===== config.mk =====
export PLATFORM = sky130hd
export DESIGN_NAME = cost_table_flat
export DESIGN_NICKNAME = d
export VERILOG_FILES = /design/src/rtl/cost_table_if.sv /design/src/rtl/cost_table.sv /design/src/flat_wrapper.sv
export SDC_FILE = /design/constraint.sdc
export NUM_CORES = 1
export LEC_CHECK = 0
export BUFFER_PORTS_ARGS = -buffer_cell sky130_fd_sc_hd__buf_2
export CAP_MARGIN = 20
export CORE_MARGIN = 4
export CORE_UTILIZATION = 56
export CTS_CLUSTER_SIZE = 20
export DETAILED_ROUTE_END_ITERATION = 7
export PLACE_DENSITY = 0.75
export SLEW_MARGIN = 5
export SYNTH_ARGS = -nofsm -noshare
export SYNTH_HDL_FRONTEND = slang
export SYNTH_SLANG_ARGS = --single-unit
export TNS_END_PERCENT = 1

===== constraint.sdc =====
create_clock -name CLK -period 3.2 [get_ports CLK]
set_input_delay 0.96 -clock CLK [delete_from_list [all_inputs] [get_ports CLK]]
set_output_delay 0.96 -clock CLK [all_outputs]
set_load 0.02 [all_outputs]

===== src/rtl/cost_table_if.sv =====
// Bus interface for cost_table: load handshake, read port and status.
// The in_par wire exists only when COST_PARITY_EN is defined.
interface cost_table_if;
   logic       load_start;
   logic       in_valid;
   logic [6:0] in_data;
`ifdef COST_PARITY_EN
   logic       in_par;
`endif
   logic       in_ready;
   logic [2:0] W;
   logic [2:0] J;
   logic [6:0] Cost;
   logic       table_ready;
   logic [6:0] load_cnt;
   logic       load_err;

   // Producer/consumer side (drives load data and read address).
   modport master (
      output load_start,
      output in_valid,
      output in_data,
`ifdef COST_PARITY_EN
      output in_par,
`endif
      output W,
      output J,
      input  in_ready,
      input  Cost,
      input  table_ready,
      input  load_cnt,
      input  load_err
   );

   // Cost table side.
   modport slave (
      input  load_start,
      input  in_valid,
      input  in_data,
`ifdef COST_PARITY_EN
      input  in_par,
`endif
      input  W,
      input  J,
      output in_ready,
      output Cost,
      output table_ready,
      output load_cnt,
      output load_err
   );
endinterface


===== src/rtl/cost_table.sv =====
// 8x8 table of 7-bit costs, loaded row-major through a valid/ready stream and
// read combinationally by {W,J}. Reads return 0 until a full 64-word load completes.
// Optional macro COST_PARITY_EN adds in_par (even parity) and a sticky load_err.
module cost_table (
   input logic         CLK,
   input logic         RST,
   cost_table_if.slave bus
);
   localparam logic [1:0] IDLE  = 2'd0;
   localparam logic [1:0] LOAD  = 2'd1;
   localparam logic [1:0] SERVE = 2'd2;

   localparam logic [6:0] LAST_IDX = 7'd63;

   logic [1:0] state_q, state_d;
   logic [6:0] cnt_q, cnt_d;
   logic [6:0] mem [64];
   logic       accept;

   // A word is taken only in LOAD; a same-cycle restart discards it.
   always_comb begin
      accept = (state_q == LOAD) && bus.in_valid && !bus.load_start;
   end

   // Next state and load counter; counter stops at 64 because LOAD exits on the 64th word.
   always_comb begin
      state_d = state_q;
      cnt_d   = cnt_q;
      case (state_q)
         IDLE: begin
            if (bus.load_start) begin
               state_d = LOAD;
               cnt_d   = '0;
            end
         end
         LOAD: begin
            if (bus.load_start) begin
               cnt_d = '0;
            end else if (accept) begin
               cnt_d = cnt_q + 7'd1;
               if (cnt_q == LAST_IDX) begin
                  state_d = SERVE;
               end
            end
         end
         SERVE: begin
            if (bus.load_start) begin
               state_d = LOAD;
               cnt_d   = '0;
            end
         end
         default: begin
            state_d = IDLE;
            cnt_d   = '0;
         end
      endcase
   end

   // State registers with synchronous reset.
   always_ff @(posedge CLK) begin
      if (RST) begin
         state_q <= IDLE;
         cnt_q   <= '0;
      end else begin
         state_q <= state_d;
         cnt_q   <= cnt_d;
      end
   end

   // Storage write; not cleared by reset since reads are masked until a reload finishes.
   always_ff @(posedge CLK) begin
      if (!RST && accept) begin
         mem[cnt_q[5:0]] <= bus.in_data;
      end
   end

`ifdef COST_PARITY_EN
   logic err_q;

   // Sticky parity error, set one cycle after a bad word is accepted.
   always_ff @(posedge CLK) begin
      if (RST) begin
         err_q <= 1'b0;
      end else if (bus.load_start) begin
         err_q <= 1'b0;
      end else if (accept && (^{bus.in_data, bus.in_par})) begin
         err_q <= 1'b1;
      end
   end

   assign bus.load_err = err_q;
`else
   assign bus.load_err = 1'b0;
`endif

   // Status outputs and masked zero-latency read.
   always_comb begin
      bus.in_ready    = (state_q == LOAD);
      bus.table_ready = (state_q == SERVE);
      bus.load_cnt    = cnt_q;
      bus.Cost        = (state_q == SERVE) ? mem[{bus.W, bus.J}] : 7'd0;
   end
endmodule


===== src/flat_wrapper.sv =====
// flat-port wrapper written by rule: the top's interface ports become plain ports
module cost_table_flat 
  (CLK, RST, bus_load_start, bus_in_valid, bus_in_data, bus_W, bus_J, bus_in_ready, bus_Cost, bus_table_ready, bus_load_cnt, bus_load_err);
  cost_table_if bus_i ();
  input logic CLK;
  input logic RST;
  input wire logic [$bits(bus_i.load_start)-1:0] bus_load_start;
  input wire logic [$bits(bus_i.in_valid)-1:0] bus_in_valid;
  input wire logic [$bits(bus_i.in_data)-1:0] bus_in_data;
  input wire logic [$bits(bus_i.W)-1:0] bus_W;
  input wire logic [$bits(bus_i.J)-1:0] bus_J;
  output wire logic [$bits(bus_i.in_ready)-1:0] bus_in_ready;
  output wire logic [$bits(bus_i.Cost)-1:0] bus_Cost;
  output wire logic [$bits(bus_i.table_ready)-1:0] bus_table_ready;
  output wire logic [$bits(bus_i.load_cnt)-1:0] bus_load_cnt;
  output wire logic [$bits(bus_i.load_err)-1:0] bus_load_err;
  assign bus_i.load_start = bus_load_start;
  assign bus_i.in_valid = bus_in_valid;
  assign bus_i.in_data = bus_in_data;
  assign bus_i.W = bus_W;
  assign bus_i.J = bus_J;
  assign bus_in_ready = bus_i.in_ready;
  assign bus_Cost = bus_i.Cost;
  assign bus_table_ready = bus_i.table_ready;
  assign bus_load_cnt = bus_i.load_cnt;
  assign bus_load_err = bus_i.load_err;
  cost_table u_core (.CLK(CLK), .RST(RST), .bus(bus_i));
endmodule

==> flow_metrics.tcl <==
set metrics [dict create \
    status "finished, violations left" \
    violations "setup timing" \
    viasPerCell 6.24 \
    drive_above_1_share_pct 36.4 \
    grt_max_degree 65 \
    synth_edf_count 448 \
    antenna_found_initial 0 \
    maxSlewViolCount 0 \
    cts_tree "built" \
    netlist_instances 859 \
    synth_area_leader_cell "edfxtp_1" \
    tightestPinTransition_ns 0.811 \
    io_pins 34 \
    hold_viol_final 0 \
    synthesis.nets 877 \
    clock_sinks 457 \
    initial_utilization_pct 56.7 \
    diodes 0 \
    synth-seq-cells 457 \
    dp_worst_setup_slack_ns -0.684 \
    cp.required_ns 2.24 \
    startpoint_type "primary input" \
    grt_overflow 0 \
    drc 0 \
    fin_nets 1078 \
    synthArstFlopShare_pct 0 \
    netlist.area_leader.share_pct 75.2 \
    hpwl_um 26000 \
    endpoint_kind "output port" \
    path_clk_slew_ns 0.06 \
    synth.most_common_cell "edfxtp_1" \
    grt_use_met3_pct 5.65 \
    setup_viol 7 \
    criticalPathCategory "in2out" \
    ys_warn_count 0 \
    fin_skew_ns 0.0176 \
    met1_usage_pct 33.5 \
    syn_area_um2 17900 \
    yosys-top-cells-count "448 x edfxtp_1, 114 x mux4_2, 77 x nor2_1" \
    yosysUniqueCellTypes 44 \
    ant_nets 0 \
    clk_path_buf_depth 3 \
    grt_pass1_vias 9594 \
    clock.fmax_mhz 268 \
    ir_drop_mv 0.650 \
    drv_cap 0 \
    fin_crit_ns 3.73 \
    synth_area_leaders "edfxtp_1 75%, mux4_2 14%, nor2_1 1.6%" \
    total_power_mw 12.0 \
    dieArea_um2 34900 \
    busiest_layer "met2" \
    numCtsBuffers 45 \
    timing.final.ws_setup_ns -0.530 \
    rows 65 \
    wl_per_cell_um 27.2 \
    firstDrtPassIters 6 \
    finish.instance_area_um2 21400 \
    crit_fanout 10 \
    h-tree-depth 2 \
    power.leakage_nw 7.07 \
    grtUsageMet2_pct 36.8 \
    hp-class "reg2reg" \
    insertion_delay_ns 0.54 \
    cts_hold_buf 0 \
    coreArea_um2 31600 \
    finalWirelength_um 40700 \
    track_usage_pct 23.5 \
    syn_area_per_cell_um2 20.8 \
    post_dp_cell_area_um2 19700 \
    cts-root-buf "clkbuf_16" \
    area_growth_pct 19.6 \
    gp_congestion 0.830 \
    dr_total_vias 9323 \
    setup-tns-final_ns -3.64 \
    slew_headroom_pct 45.9 \
    rsz0062_at_grt "true" \
    power.density_nw_per_um2 563 \
    synth-main-ff-cell "edfxtp_1" \
    port_buffers 32 \
    die_x_um 187 \
    grt_pass1_wl_um 61400 \
    period_share_pct 117 \
    drtIter0Drc 1081 \
    die_y_um 187 \
    seq_area_frac_synth_pct 76.2 \
    crit_arrival_ns 2.77 \
]
## metal layers
metal	vias to the layer above	part of all wire, %	routed length, um
met2	480	48	19700
met5	-	0	0
met1	4800	39	15900
li1	3957	-	-
met4	0	3.3	1340
met3	86	9.5	3860
## logic make-up (layout without fill, tap and decap cells)
kind of cell    after synthesis  in the layout  share of synthesized area, %
compound gates               59             59                          2.27
xor+xnor                      4              4                         0.196
fa+ha+maj                     1              1                        0.0700
buf+inv                      46            280                          1.43
flops                       457            457                          76.2
mux                         145            145                          16.1
other cells                   1              1                        0.0210
simple gates                146            146                          3.63
## report_power, final
group	switching (mW)	total (mW)	internal, mW
clock network	2.08	4.82	2.74
registers	0.00271	6.57	6.57
logic	0.338	0.641	0.303
total	2.42	12.0	9.61
## layout make-up
| class | instances | area, um^2 |
|---|---|---|
| clock inverters | 23 | 155 |
| multi-input cells | 356 | 4090 |
| well taps | 402 | 503 |
| clock buffers | 57 | 1170 |
| fillers | 1946 | 10200 |
| flip-flops and latches | 457 | 13600 |
| repair buffers | 200 | 1830 |
## timing repair
item | in CTS | in global routing
resized for setup | 14 | 20
pin swaps | 2 | 5
cloned | 1 | 2
setup buffers | 9 | 9
endpoints found under the setup margin | 7 | 7
## stage by stage
stage / hold WS [ns] / instances / utilization, %
2_1_floorplan: 0.534 / 859 / -
3_3_place_gp: 0.452 / 1394 / 62.3
3_5_place_dp: 0.467 / 1394 / 62.3
4_1_cts: 0.478 / 1484 / 67.1
5_1_grt: 0.495 / 1495 / 67.8
6_report: 0.485 / 1495 / 67.8
## state kept, by name (all words and copies together), names as in the netlist
signal               cells
u_core.state_q           2
u_core.mem             448
u_core.bus.load_cnt      7
## critical path, stage by stage
cell	delay, ns
buf_16	0.10
buf_12	0.14
buf_12	0.15
mux4_2	0.55
mux2i_2	0.18
o2111ai_2	0.15
nand4_1	0.28
o21ai_2	0.10
buf_6	0.14
## placed cells by master, fill, tap and decap left out, types with 3 or more instances in the layout
cell         n
a211oi_2     4
a21oi_1     11
a22o_1       3
buf_12      20
buf_16       4
buf_2       26
buf_4      140
buf_6        8
clkbuf_1    12
clkbuf_16   47
clkinv_1    14
clkinv_2     5
dfxtp_1      9
edfxtp_1   448
mux2_2       7
mux2i_1     18
mux2i_2      5
mux4_2     114
nand2_1     30
nand2b_1     4
nand3_1      3
nand3b_1     5
nor2_1      77
nor2b_1     11
o2111ai_1    4
o21ai_0      6
o21ai_1      6
o221ai_1     7
o22ai_1      6
xor2_1       3
## worst paths after layout
| path | from | to | slack (ns) | cells after the start |
|---|---|---|---|---|
| setup / recovery | bus_J[0] | bus_Cost[5] | -0.53 | 9 |
| hold / removal | u_core.bus.load_cnt[6] | u_core.bus.load_cnt[6] | 0.49 | 2 |
| setup reg to reg | u_core.bus.load_cnt[3] | u_core.mem[62][3] | 0.85 | 2 |
| hold reg to reg | u_core.bus.load_cnt[6] | u_core.bus.load_cnt[6] | 0.49 | 2 |
Power figures use the tool's default switching activity.
